[src/rtl/adc_align_pkg.sv]
// Shared types and helpers for the SYZYGY ADC frame aligner.
package adc_align_pkg;

  localparam int unsigned DataWidthNarrow = 4;
  localparam int unsigned DataWidthWide   = 8;

  typedef enum logic [2:0] {
    StIdle,
    StSettle,
    StCheck,
    StSlip,
    StLocked,
    StFail
  } align_state_e;

  function automatic int unsigned offset_width(input int unsigned data_width);
    return (data_width > 1) ? $clog2(data_width) : 1;
  endfunction

endpackage

[src/rtl/adc_word_shifter.sv]
// Barrel shifter for one deserialised lane: picks DATA_WIDTH bits out of {prev, cur}.
module adc_word_shifter
  import adc_align_pkg::*;
#(
  parameter int unsigned DATA_WIDTH = 8
) (
  input  logic                                  slow_clk,
  input  logic                                  reset_n,
  input  logic [offset_width(DATA_WIDTH)-1:0]   offset,
  input  logic [DATA_WIDTH-1:0]                 cur_word,
  output logic [DATA_WIDTH-1:0]                 aligned
);

  logic [DATA_WIDTH-1:0]   prev_q;
  logic [DATA_WIDTH-1:0]   aligned_q;
  logic [DATA_WIDTH-1:0]   aligned_d;
  logic [2*DATA_WIDTH-1:0] window;

  assign window    = {prev_q, cur_word};
  assign aligned_d = window[offset +: DATA_WIDTH];
  assign aligned   = aligned_q;

  always_ff @(posedge slow_clk or negedge reset_n) begin
    if (!reset_n) begin
      prev_q    <= '0;
      aligned_q <= '0;
    end else begin
      prev_q    <= cur_word;
      aligned_q <= aligned_d;
    end
  end

endmodule

[src/rtl/syzygy_adc_frame_align.sv]
// Frame-word bitslip search with lock tracking; applies the found offset to all data lanes.
module syzygy_adc_frame_align
  import adc_align_pkg::*;
#(
  parameter int unsigned DATA_WIDTH    = 8,
  parameter int unsigned NUM_LANES     = 2,
  parameter logic [7:0]  FRAME_PATTERN = 8'hF0,
  parameter int unsigned SLIP_WAIT     = 4,
  parameter int unsigned LOCK_COUNT    = 8,
  parameter int unsigned UNLOCK_COUNT  = 4
) (
  input  logic                                slow_clk,
  input  logic                                reset_n,
  input  logic                                ena,
  input  logic [DATA_WIDTH-1:0]               frame_word,
  input  logic [NUM_LANES*DATA_WIDTH-1:0]     lane_data_in,
  output logic [NUM_LANES*DATA_WIDTH-1:0]     lane_data_out,
  output logic                                data_valid,
  output logic                                locked,
  output logic                                align_fail,
  output logic [offset_width(DATA_WIDTH)-1:0] bitslip_count,
  output logic [7:0]                          relock_count
);

  localparam int unsigned OffW       = offset_width(DATA_WIDTH);
  localparam int unsigned WaitW      = $clog2(SLIP_WAIT);
  localparam int unsigned AttW       = $clog2(2 * DATA_WIDTH + 1);
  localparam logic [WaitW-1:0] WaitLast   = WaitW'(SLIP_WAIT - 1);
  localparam logic [AttW-1:0]  AttLast    = AttW'(2 * DATA_WIDTH - 1);
  localparam logic [7:0]       LockLast   = 8'(LOCK_COUNT - 1);
  localparam logic [7:0]       UnlockLast = 8'(UNLOCK_COUNT - 1);

  if (DATA_WIDTH != DataWidthNarrow && DATA_WIDTH != DataWidthWide) begin : gen_bad_width
    $fatal(1, "DATA_WIDTH must be 4 or 8");
  end
  if (SLIP_WAIT < 4) begin : gen_bad_slip_wait
    $fatal(1, "SLIP_WAIT must be at least 4");
  end
  if (LOCK_COUNT < 1 || LOCK_COUNT > 255) begin : gen_bad_lock_count
    $fatal(1, "LOCK_COUNT must be 1..255");
  end
  if (UNLOCK_COUNT < 1 || UNLOCK_COUNT > 255) begin : gen_bad_unlock_count
    $fatal(1, "UNLOCK_COUNT must be 1..255");
  end

  align_state_e     state_q, state_d;
  logic [WaitW-1:0] wait_q, wait_d;
  logic [7:0]       match_q, match_d;
  logic [7:0]       mismatch_q, mismatch_d;
  logic [AttW-1:0]  attempts_q, attempts_d;
  logic [OffW-1:0]  offset_q, offset_d;
  logic [7:0]       relock_q, relock_d;
  logic             data_valid_q, data_valid_d;
  logic             locked_q;
  logic             align_fail_q, align_fail_d;

  logic [DATA_WIDTH-1:0] frame_aligned;
  logic                  frame_match;

  adc_word_shifter #(
    .DATA_WIDTH (DATA_WIDTH)
  ) u_frame_shifter (
    .slow_clk (slow_clk),
    .reset_n  (reset_n),
    .offset   (offset_q),
    .cur_word (frame_word),
    .aligned  (frame_aligned)
  );

  for (genvar k = 0; k < NUM_LANES; k++) begin : g_lane
    adc_word_shifter #(
      .DATA_WIDTH (DATA_WIDTH)
    ) u_shifter (
      .slow_clk (slow_clk),
      .reset_n  (reset_n),
      .offset   (offset_q),
      .cur_word (lane_data_in[k*DATA_WIDTH +: DATA_WIDTH]),
      .aligned  (lane_data_out[k*DATA_WIDTH +: DATA_WIDTH])
    );
  end

  assign frame_match = (frame_aligned == FRAME_PATTERN[DATA_WIDTH-1:0]);

  always_ff @(posedge slow_clk or negedge reset_n) begin
    if (!reset_n) begin
      state_q      <= StIdle;
      wait_q       <= '0;
      match_q      <= '0;
      mismatch_q   <= '0;
      attempts_q   <= '0;
      offset_q     <= '0;
      relock_q     <= '0;
      data_valid_q <= 1'b0;
      locked_q     <= 1'b0;
      align_fail_q <= 1'b0;
    end else begin
      state_q      <= state_d;
      wait_q       <= wait_d;
      match_q      <= match_d;
      mismatch_q   <= mismatch_d;
      attempts_q   <= attempts_d;
      offset_q     <= offset_d;
      relock_q     <= relock_d;
      data_valid_q <= data_valid_d;
      locked_q     <= data_valid_d;
      align_fail_q <= align_fail_d;
    end
  end

  always_comb begin
    state_d    = state_q;
    wait_d     = '0;
    match_d    = '0;
    mismatch_d = '0;
    attempts_d = attempts_q;
    offset_d   = offset_q;
    relock_d   = relock_q;
    unique case (state_q)
      StIdle: begin
        attempts_d = '0;
        if (ena) state_d = StSettle;
      end
      StSettle: begin
        if (wait_q == WaitLast) state_d = StCheck;
        else                    wait_d  = wait_q + WaitW'(1);
      end
      StCheck: begin
        if (frame_match) begin
          match_d = match_q + 8'd1;
          if (match_q == LockLast) state_d = StLocked;
        end else begin
          state_d = StSlip;
        end
      end
      StSlip: begin
        // DATA_WIDTH is a power of two, so the natural wrap is mod DATA_WIDTH.
        offset_d   = offset_q + OffW'(1);
        attempts_d = attempts_q + AttW'(1);
        state_d    = (attempts_q == AttLast) ? StFail : StSettle;
      end
      StLocked: begin
        if (!frame_match) begin
          mismatch_d = mismatch_q + 8'd1;
          if (mismatch_q == UnlockLast) begin
            mismatch_d = '0;
            attempts_d = '0;
            relock_d   = (relock_q == 8'hFF) ? relock_q : relock_q + 8'd1;
            state_d    = StSettle;
          end
        end
      end
      StFail: ;
      default: state_d = StIdle;
    endcase
    if (!ena) begin
      state_d    = StIdle;
      wait_d     = '0;
      match_d    = '0;
      mismatch_d = '0;
      attempts_d = '0;
      offset_d   = offset_q;
      relock_d   = relock_q;
    end
  end

  // Valid only once LOCKED has been held for a cycle and is not being left.
  always_comb begin
    data_valid_d = (state_q == StLocked) && (state_d == StLocked);
    align_fail_d = (state_d == StFail);
  end

  assign data_valid    = data_valid_q;
  assign locked        = locked_q;
  assign align_fail    = align_fail_q;
  assign bitslip_count = offset_q;
  assign relock_count  = relock_q;

endmodule
[config.mk]
export PLATFORM = sky130hd
export DESIGN_NAME = syzygy_adc_frame_align
export DESIGN_NICKNAME = d
export VERILOG_FILES = /design/src/rtl/adc_align_pkg.sv /design/src/rtl/adc_word_shifter.sv /design/src/rtl/syzygy_adc_frame_align.sv
export SDC_FILE = /design/constraint.sdc
export NUM_CORES = 1
export LEC_CHECK = 0
export BUFFER_PORTS_ARGS = -buffer_cell sky130_fd_sc_hd__buf_2
export CORE_UTILIZATION = 52
export DETAILED_ROUTE_END_ITERATION = 6
export PLACE_DENSITY = 0.75
export SYNTH_ARGS = -nofsm -noshare
export SYNTH_HDL_FRONTEND = slang
export SYNTH_HIERARCHICAL = 1
export SYNTH_SLANG_ARGS = --single-unit
[constraint.sdc]
create_clock -name slow_clk -period 1.8 [get_ports slow_clk]
set_clock_uncertainty 0.2 [all_clocks]
set_input_delay 0.36 -clock slow_clk [delete_from_list [all_inputs] [get_ports slow_clk]]
set_output_delay 0.36 -clock slow_clk [all_outputs]
set_load 0.1 [all_outputs]
After elaboration in Yosys (flattened, before gate mapping)
Cells that the tools add are included.
Word-level totals
  bits in registers: 87
  bits of input ports: 27
  output and inout bits: 30
Cells by class
  muxes and demuxes: 22
  reduce and logical (&&, ||, !) cells: 5
  eq/ne operators: 16
  add/subtract/negate cells: 6
  shift operators: 3
  bitwise operators: 2
Operator list (count)
  $mux W8: 7
  $shiftx A16 B4 Y8: 3
  $add A8 B1 Y8 const B: 3
  $mux W3: 7
  $pmux W3 S6: 1
  $eq A8 B8 Y1 const B: 2
  $mux W5: 3
  $pmux W5 S3: 1
  $eq A3 B3 Y1 const B: 4
  $eq A8 B2 Y1 const B: 1
  $eq A8 B3 Y1 const B: 1
  $eq A3 B2 Y1 const B: 2
  $mux W2: 3
  $ne A3 B3 Y1 const B: 2
  $add A5 B1 Y5 const B: 1
  $eq A5 B4 Y1 const B: 1
  $reduce_and A5 Y1: 1
  $ne A4 B1 Y1 const B: 1
  $add A3 B1 Y3 const B: 1
  $eq A3 B1 Y1 const B: 1
  $logic_not A3 Y1: 1
  $reduce_and A3 Y1: 1
  $add A2 B1 Y2 const B: 1
  $eq A2 B2 Y1 const B: 1
  other kinds (3): 4

Logic depth before layout (Yosys ltp)
Gate-level depths: netlist (run 1).
  depth after elaboration: 7
  depth in mapped cells: 7
  mapped depth without buffers: 7

Hierarchy
The synthesis (run 1) kept the hierarchy.
By module, submodules not included
  adc_word_shifter: cells an instance 36, area each 716.9 um2, times used 3
  syzygy_adc_frame_align: cells an instance 190, area each 1991.9 um2, times used 1

Least setup slack after synthesis (run 1)
Ideal clock, no wire load.
  kind: flip-flop to flip-flop
  from: register relock_q[0], in the netlist relock_count[0]
  to: register relock_q[1], in the netlist relock_count[1]
  data arrival time: 2171 ps
  setup slack: -696 ps
  cell stages (with the launch flop): 6
  path through: dfrtp_1 -> ha_1 -> nand4_1 -> o21ai_0 -> nor2_1 -> mux2_2
On the way
  longest elaborated chain between the ends: 3
Ends and longest elaborated chain
  from (decl): line syzygy_adc_frame_align.sv:52  | logic [7:0] relock_q, relock_d;
  from (signal assigned): line syzygy_adc_frame_align.sv:103  | relock_q <= relock_d;
  parallel branches: the longest is 3 deep, another holds $add A8 B1 Y8
Several ways; the timed one is not identified.
A chain may end at the register's enable or synchronous reset.

Worst setup path after layout (run 1)
  from: register u_frame_shifter.aligned_q[2], in the netlist u_frame_shifter/aligned[2]
  to: register relock_q[3], in the netlist relock_count[3]
On the way
  longest elaborated chain between the ends: 3
Ends and longest elaborated chain
  from (decl): line adc_word_shifter.sv:15  | logic [DATA_WIDTH-1:0] aligned_q;
  from (signal assigned): line adc_word_shifter.sv:29  | aligned_q <= aligned_d;
  $eq A8 B8 Y1: line syzygy_adc_frame_align.sv:82  | assign frame_match = (frame_aligned == FRAME_PATTERN[DATA_WIDTH-1:0]);
  $not A1 Y1 (no source line)
  $reduce_and A5 Y1 (no source line)
No other way between the ends.

==> impl_metrics.json, run 1 <==
{
  "outcome": "finished with violations",
  "violations": "negative setup slack",
  "regArea_mm2": 0.00213,
  "drt_wl_total_mm": 9.02,
  "fill_cells": 461,
  "wl_met3_um": 399,
  "ys_types": 45,
  "antenna_found_initial": 0,
  "ys_ff_latch": 84,
  "ys_warn_count": 6,
  "synth_edf_count": 0,
  "drc": 0,
  "grt-ovfl-total": 0,
  "worst_path_dominant_cell_family": "simple AND/OR/NAND/NOR gates",
  "grt_max_degree": 33,
  "clk_latency_ns": 0.36,
  "finalSetupTns_ns": -1.66,
  "num-nets-final": 448,
  "drive_gt1_share_pct": 51.1,
  "via_per_inst": 5.64,
  "die_w_um": 91.3,
  "io_buffer_count": 56,
  "cts_buffer_depth": 2,
  "ant_nets": 0,
  "drt-met1-wl_mm": 3.63,
  "htreeDepth": 3,
  "cp.arrival_ns": 1.97,
  "placed_cell_area_mm2": 0.00486,
  "fmax_mhz": 524,
  "top_layer": "met4",
  "fin_crit_ns": 1.91,
  "ir_drop_uv": 627,
  "avgSynthCellArea_um2": 13.9,
  "cap_violations": 0,
  "final.setup.worst_slack_ns": -0.110,
  "core_area_mm2": 0.00773,
  "worstPathMaxFanout": 6,
  "syn_inst": 298,
  "worstSetupPathType": "flop to flop",
  "num_vias": 2940,
  "startpoint_type": "flop",
  "clk_pin_slew_ns": 0.10,
  "gp_congestion": 0.827,
  "final-hold-violation-count": 0,
  "area_growth_pct": 34.3,
  "ys_seq_area_share_pct": 50.7,
  "multi_input_area_mm2": 0.00208,
  "firstDrtPassIters": 4,
  "final_util_pct": 72.0,
  "dieArea_mm2": 0.00833,
  "syn-cell-area_mm2": 0.00414,
  "dp_hpwl_mm": 5.78,
  "syn-num-nets": 332,
  "track_usage_pct": 22.7,
  "first_global_vias": 3089,
  "rows": 32,
  "ys.flop_type": "dfrtp_1",
  "num_antenna_cells": 0,
  "crit_path_end_kind": "flop",
  "cp_num_buf_inv": 1,
  "whs_ns": 0.216,
  "avgRoutedWirePerCell_um": 17.3,
  "start_util_pct": 53.6,
  "p_per_area_mw_per_mm2": 687,
  "ios": 57,
  "crit_required_ns": 1.86,
  "slew_viol_final": 0,
  "fp.dieH_um": 91.3,
  "slew_headroom_pct": 67.0,
  "met2_length_mm": 4.85,
  "synthArstFlopShare_pct": 100,
  "grt_setup_unrepaired": "yes",
  "fin_crit_sh_pct": 106,
  "crit_slowest_cell": "or4_4",
  "cts_sinks": 84,
  "setup_viol": 41,
  "cts_root_buf": "clkbuf_8",
  "slowest_delay_ns": 0.55,
  "p_leak_uw": 0.00239,
  "cts_tree": "done",
  "finalPower_uw": 3820,
  "cp_cell_sequence": "or4_4, o211ai_4, buf_6, nor2_1, xor2_1",
  "drtIter0Drc": 252,
  "min-delay-path-class": "input pin to flop",
  "finalInstanceArea_mm2": 0.00556,
  "cts-buffers-inserted": 9,
  "worst_pin_slew_ns": 0.498,
  "grt_pass1_wl_mm": 14.7
}
-- final timing paths --
kind | from | to | slack, ns | depth (start not counted)
min reg2reg | match_q[0] | match_q[0] | 0.26 | 1
max reg2reg | u_frame_shifter/aligned[2] | relock_count[3] | -0.11 | 5
min in group asynchronous | reset_n | relock_count[6] | 0.28 | 2
max | u_frame_shifter/aligned[2] | relock_count[3] | -0.11 | 5
max in group asynchronous | reset_n | relock_count[1] | 0.60 | 3
min | ena | attempts_q[1] | 0.22 | 3
-- logic make-up after synthesis --
group                    synth area share, %
adder cells (fa/ha/maj)                 2.11
XOR/XNOR                                4.65
buffers and inverters                   3.71
flip-flops                              50.7
multiplexers                            23.6
AO/OA/AOI/OAI                           4.59
AND/OR/NAND/NOR                         10.6
-- what timing repair did --
item / in CTS / in global routing
resized for setup: 20 / 31
gates cloned: 1 / 2
setup endpoints to repair: 34 / 58
hold buffers: 22 / 0
buffers inserted: 1 / 3
pin swaps: 5 / 8
hold endpoints to repair: 51 / 0
-- worst min-delay path: cells and delay by family --
kind / cells / cell delay (ns)
buffers and inverters: 2 / 0.26
AO/OA/AOI/OAI: 1 / 0.13
-- cells in the final DEF (no fill, tap or decap), types with 5 or more instances in the layout --
cell type,instances
dlygate4sd3_1,22
and3_1,5
nand3_1,15
inv_1,10
dfrtp_1,72
clkbuf_8,9
xnor2_1,5
buf_2,46
nand2_1,11
xor2_1,17
nor2_2,6
dfrtp_4,7
mux2_2,11
mux4_2,30
buf_12,8
nor2_1,16
mux2_4,15
buf_4,33
dfrtp_2,5
-- metal layers --
layer,GRT usage [%],vias up
li1,-,1331
met1,28.1,1488
met2,40.2,105
met3,3.52,16
met5,0,-
met4,8.47,0
-- state kept, by name, summed over array words and instances (netlist names) --
| register | flops |
|---|---|
| g_lane.u_shifter/aligned | 16 |
| g_lane.u_shifter/prev_q | 14 |
| match_q | 8 |
| mismatch_q | 8 |
| relock_count | 8 |
| u_frame_shifter/aligned | 8 |
| u_frame_shifter/prev_q | 7 |
| attempts_q | 5 |
| bitslip_count | 3 |
| state_q | 3 |
| wait_q | 2 |
| align_fail | 1 |
| locked | 1 |
-- synth_stat cells, types with 2 or more instances --
library cell / n / area share (%)
nor2_1: 23 / 2.1
xnor2_1: 5 / 1.1
nand3_1: 17 / 2.1
buf_2: 3 / 0.36
nor4_4: 2 / 1.0
nor3_1: 6 / 0.72
a32o_1: 2 / 0.48
ha_1: 7 / 2.1
inv_1: 10 / 0.91
nand2_1: 11 / 1.0
mux2_2: 26 / 7.1
and3_1: 6 / 0.91
mux4_2: 30 / 16
o21ai_0: 5 / 0.60
a22o_2: 2 / 0.48
or2_2: 2 / 0.30
buf_6: 7 / 1.9
a21oi_1: 2 / 0.24
dfrtp_1: 84 / 51
buf_1: 3 / 0.27
xor2_1: 17 / 3.6
nand4_1: 3 / 0.45
or3_1: 2 / 0.30
a22o_1: 2 / 0.42
-- layout make-up --
cell class / count / share of cell area (%)
multi-input cells: 189 / 37.3
repair buffers: 120 / 18.2
flip-flops and latches: 84 / 38.4
well taps: 102 / 2.29
inverters: 10 / 0.675
clock buffers: 10 / 2.29
clock inverters: 6 / 0.877
-- power by group --
group          internal (uW)  switching, uW  leakage, uW
combinational            250            348      0.00127
clock                    516            722    0.0000799
sequential              1950           36.0      0.00104
total                   2710           1110      0.00239
-- metrics by stage --
step / instances / setup WS (ns)
2_1_floorplan: 298 / -0.135
3_3_place_gp: 476 / -0.173
3_5_place_dp: 476 / -0.219
4_1_cts: 516 / -0.116
5_1_grt: 521 / -0.151
6_report: 521 / -0.110
Power figures use the tool's default switching activity.
==> run 2, diff against run 1 <==
--- a/config.mk
+++ b/config.mk
@@ -6,9 +6,10 @@
 export NUM_CORES = 1
 export LEC_CHECK = 0
 export BUFFER_PORTS_ARGS = -buffer_cell sky130_fd_sc_hd__buf_2
-export CORE_UTILIZATION = 52
+export CORE_UTILIZATION = 40
 export DETAILED_ROUTE_END_ITERATION = 6
-export PLACE_DENSITY = 0.75
+export PLACE_DENSITY = 0.6
+export SETUP_SLACK_MARGIN = 0.5
 export SYNTH_ARGS = -nofsm -noshare
 export SYNTH_HDL_FRONTEND = slang
 export SYNTH_HIERARCHICAL = 1
==> run 2 against run 1 <==
The run still ends with negative setup slack left. Clock power increased by 19%. Hold slack got worse by 0.0011 ns. Maximum frequency rose by 2.1%. Critical path depth unchanged.
==> impl_metrics.json, run 2 (synthesis gave the netlist of run 1 again) <==
{
  "cts_buffer_depth": 2,
  "first_global_vias": 3201,
  "ios": 57,
  "drive_gt1_share_pct": 56.9,
  "core_area_mm2": 0.00991,
  "ir_drop_uv": 507,
  "cap_violations": 0,
  "rows": 36,
  "firstDrtPassIters": 4,
  "fp.dieH_um": 104,
  "antenna_found_initial": 0,
  "worstHoldStart": "ena",
  "track_usage_pct": 18.9,
  "p_per_area_mw_per_mm2": 662,
  "num_vias": 2989,
  "clk_latency_ns": 0.36,
  "worst_pin_slew_ns": 0.428,
  "timing.rr.start": "u_frame_shifter/aligned[1]",
  "crit_required_ns": 1.84,
  "setup_viol": 31,
  "cts_root_buf": "clkbuf_8",
  "final_common_cell": "dfrtp_1",
  "min-delay-path-class": "input pin to flop",
  "startpoint_type": "flop",
  "outcome": "finished with violations",
  "gp_congestion": 0.822,
  "ant_nets": 0,
  "largest_register_ffs": 16,
  "finalInstanceArea_mm2": 0.00630,
  "finalPower_uw": 4170,
  "io_buffer_count": 56,
  "worstPathMaxFanout": 6,
  "p_leak_uw": 0.00267,
  "cts_tree": "done",
  "cts_sinks": 84,
  "grt_setup_unrepaired": "yes",
  "slew_headroom_pct": 71.5,
  "fill_cells": 760,
  "slew_viol_final": 0,
  "grt_pass1_wl_mm": 15.9,
  "clk_pin_slew_ns": 0.09,
  "drc": 0,
  "min_path_cells": 4,
  "grt_max_degree": 30,
  "fmax_mhz": 535,
  "area_growth_pct": 52.2,
  "grt-ovfl-total": 0,
  "crit_path_end_kind": "flop",
  "crit_start": "u_frame_shifter/aligned[1]",
  "final_cell_mix": "dfrtp_1 (65), buf_4 (38), buf_12 (36), mux4_2 (30), buf_2 (25)",
  "avgRoutedWirePerCell_um": 16.3,
  "violations": "negative setup slack",
  "start_util_pct": 41.8,
  "placed_cell_area_mm2": 0.00499,
  "final-hold-violation-count": 0,
  "num_antenna_cells": 0,
  "die_w_um": 104,
  "dieArea_mm2": 0.0108,
  "final.setup.worst_slack_ns": -0.0703,
  "drt_wl_total_mm": 9.24,
  "dp_hpwl_mm": 5.88,
  "htreeDepth": 3,
  "drtIter0Drc": 69,
  "via_per_inst": 5.27,
  "regArea_mm2": 0.00215,
  "reg2reg_slack_ns": -0.07,
  "cts-buffers-inserted": 9,
  "multi_input_area_mm2": 0.00218,
  "worstSetupPathType": "flop to flop",
  "fin_crit_sh_pct": 104,
  "place_ws_ns": -0.0695,
  "finalSetupTns_ns": -1.17,
  "rr_worst_depth": 5,
  "cp.arrival_ns": 1.91,
  "fin_crit_ns": 1.87,
  "num-nets-final": 463
}
[run 2: cell types whose count changed in the layout (fill, tap and decap cells not counted), moves of 3 or more]
cell      change
buf_12       +28
buf_2        -21
buf_4         +5
buf_6         +6
clkbuf_4      -4
clkinv_2      +3
dfrtp_1       -7
dfrtp_2       +5
inv_6         -3
mux2_2        -4
mux2_4        +4
[run 2: where the power goes]
group / internal, uW / leakage, uW / switching (uW)
Combinational: 347 / 0.00153 / 358
Clock: 776 / 0.000109 / 690
Sequential: 1950 / 0.00103 / 48.5
Total: 3070 / 0.00267 / 1100
[run 2: cell type report]
cell class | count | area share, %
Tap cell | 133 | 2.64
Sequential cell | 84 | 34.1
Multi-Input combinational cell | 189 | 34.5
Inverter | 10 | 0.595
Clock inverter | 7 | 1.45
Timing Repair Buffer | 135 | 24.7
Clock buffer | 9 | 1.97
[run 2: metal layers]
metal | part of all wire, % | global-route usage, %
met1 | 42 | 22.7
met2 | 52 | 32.8
met3 | 2.9 | 2.96
met4 | 2.9 | 9.69
met5 | 0 | 0
[run 2: final timing paths]
kind / to
setup / recovery: relock_count[7]
hold / removal: wait_q[1]
setup reg to reg: relock_count[7]
hold reg to reg: wait_q[0]
max in group asynchronous: bitslip_count[2]
min in group asynchronous: u_frame_shifter/aligned[4]
[run 2: per-stage QoR]
stage          hold WS (ns)  std cells  util [%]
5_1_grt               0.214        567      63.6
3_3_place_gp          0.128        504      50.3
4_1_cts               0.223        562      62.4
6_report              0.214        567      63.6
3_5_place_dp          0.130        504      50.3
2_1_floorplan        -0.136        298         -
[run 2: what timing repair did]
item | 4_1_cts | 5_1_grt
buffers inserted | 18 | 4
hold endpoints to repair | 47 | 0
gates cloned | 2 | 1
pin swaps | 6 | 5
hold buffers | 22 | 0
endpoints found under the setup margin | 93 | 93
resized for setup | 145 | 18
[run 2: worst max-delay path: stages, from the launching register on]
cell and delay (ns):
dfrtp_1 0.37, or4_4 0.55, o211ai_4 0.22, buf_6 0.19
nor4_4 0.06, xor2_1 0.16
==> run 3, diff against run 2 <==
--- a/config.mk
+++ b/config.mk
@@ -8,6 +8,7 @@
 export BUFFER_PORTS_ARGS = -buffer_cell sky130_fd_sc_hd__buf_2
 export CORE_UTILIZATION = 40
 export DETAILED_ROUTE_END_ITERATION = 6
+export MAX_ROUTING_LAYER = met4
 export PLACE_DENSITY = 0.6
 export SETUP_SLACK_MARGIN = 0.5
 export SYNTH_ARGS = -nofsm -noshare
==> run 3 against run 2 <==
The flow still finishes with violations (negative setup slack). Utilization unchanged. Wire length increased by 0.24%. Register-to-register slack barely moved. Die area unchanged. Critical path depth is the same. Non-clock buffer count unchanged. Global-route usage is 0.52 points higher. Hold slack hardly changed. Via count up 0.13%. Sequential cell count did not move. Largest cell class unchanged. Highest routed layer unchanged.
==> impl_metrics.json, run 3 (synthesis gave the netlist of run 1 again) <==
{
  "outcome": "finished with violations",
  "violations": "negative setup slack",
  "fp.dieH_um": 104,
  "gp_congestion": 0.835,
  "num_antenna_cells": 0,
  "post-place-cells": 504,
  "crit_path_end_kind": "flop",
  "final_cells": 567,
  "dp_hpwl_mm": 5.88,
  "track_usage_pct": 19.4,
  "worstSetupPathType": "flop to flop",
  "antenna_found_initial": 0,
  "cp_num_cells": 5,
  "core_area_mm2": 0.00991,
  "drive_gt1_share_pct": 56.9,
  "first_global_vias": 3199,
  "cts_tree": "done",
  "cts_buffer_depth": 2,
  "finalSetupTns_ns": -1.16,
  "final_util_pct": 63.6,
  "clk_latency_ns": 0.36,
  "min_path_cells": 4,
  "htreeDepth": 3,
  "drc": 0,
  "setup_viol": 31,
  "fin_crit_ns": 1.87,
  "cp_num_buf_inv": 1,
  "slew_headroom_pct": 71.3,
  "final_cell_mix": "dfrtp_1 (65), buf_4 (38), buf_12 (36), mux4_2 (30), buf_2 (25)",
  "crit_slowest_cell": "or4_4",
  "largest_register_ffs": 16,
  "dieArea_mm2": 0.0108,
  "start_util_pct": 41.8,
  "ios": 57,
  "cts_root_buf": "clkbuf_8",
  "met2_length_mm": 4.86,
  "ant_nets": 0,
  "grt_pass1_wl_mm": 15.9,
  "fin_crit_sh_pct": 104,
  "avgRoutedWirePerCell_um": 16.3,
  "drt-met1-wl_mm": 3.89,
  "fill_cells": 760,
  "firstDrtPassIters": 4,
  "num_vias": 2993,
  "grt_setup_unrepaired": "yes",
  "crit_required_ns": 1.84,
  "num-nets-final": 463,
  "area_growth_pct": 52.2,
  "io_buffer_count": 56,
  "grt_max_degree": 30,
  "slowest_delay_ns": 0.55,
  "cp.arrival_ns": 1.91,
  "rows": 36,
  "startpoint_type": "flop",
  "p_leak_uw": 0.00267,
  "top_layer": "met4",
  "min-delay-path-class": "input pin to flop",
  "final_common_cell": "dfrtp_1",
  "rr_worst_depth": 5,
  "cap_violations": 0,
  "final.setup.worst_slack_ns": -0.0691,
  "cp_cell_sequence": "or4_4, o211ai_4, buf_6, nor4_4, xor2_1",
  "finalPower_uw": 4170,
  "whs_ns": 0.215,
  "fmax_mhz": 535,
  "drtIter0Drc": 65,
  "cts_sinks": 84,
  "worst_pin_slew_ns": 0.430,
  "slew_viol_final": 0,
  "final-hold-violation-count": 0,
  "drt_wl_total_mm": 9.26,
  "via_per_inst": 5.28,
  "cts-buffers-inserted": 9,
  "p_per_area_mw_per_mm2": 661,
  "clk_pin_slew_ns": 0.09,
  "die_w_um": 104,
  "ir_drop_uv": 507,
  "worstPathMaxFanout": 6,
  "wl_met3_um": 250,
  "grt-ovfl-total": 0,
  "worst_path_dominant_cell_family": "simple AND/OR/NAND/NOR gates"
}
-- run 3: worst paths after layout --
kind,from,end,slack (ns)
worst max-delay path,u_frame_shifter/aligned[1],relock_count[7],-0.07
worst min-delay path,ena,wait_q[1],0.21
worst min register to register,wait_q[0],wait_q[0],0.25
min in group asynchronous,reset_n,wait_q[0],0.29
max in group asynchronous,reset_n,bitslip_count[2],0.63
worst max register to register,u_frame_shifter/aligned[1],relock_count[7],-0.07
-- run 3: cell type report --
type,count,area [um^2],area share (%)
inverters,10,37.5,0.595
clock inverters,7,91.3,1.45
repair buffers,135,1560,24.7
flip-flops and latches,84,2150,34.1
well taps,133,166,2.64
clock buffers,9,124,1.97
multi-input cells,189,2180,34.5
-- run 3: routing by layer --
layer | vias to the layer above | global-route usage, %
met4 | 0 | 9.69
met1 | 1531 | 22.9
li1 | 1372 | -
met5 | - | -
met2 | 68 | 32.7
met3 | 22 | 2.58
-- run 3: stage by stage --
stage	cell area, um^2	setup slack (ns)
after floorplan	4320	-0.135
after global placement	4990	-0.0650
after detailed placement	4990	-0.0695
after CTS	6180	-0.0687
after global routing	6300	-0.132
final	6300	-0.0691
-- run 3: where the power goes --
group          internal [uW]  switching, uW
registers               1950           48.7
logic                    347            359
clock network            776            688
total                   3070           1100
-- run 3: timing repair --
| action | CTS | global route |
|---|---|---|
| pin swaps | 6 | 5 |
| cloned | 2 | 1 |
| setup endpoints to repair | 93 | 93 |
| hold buffers | 22 | 0 |
| buffers inserted | 18 | 4 |
| gates resized for setup | 145 | 18 |
| endpoints found under the hold margin | 47 | 0 |
-- run 3: worst reg2reg max path, delay by kind of cell, from the launching register on --
family	cells	cell delay [ns]
AOI/OAI and AO/OA	1	0.22
xor gates and xnor gates	1	0.16
buffers and inverters	1	0.19
DFF	1	0.37
and+or+nand+nor	2	0.61
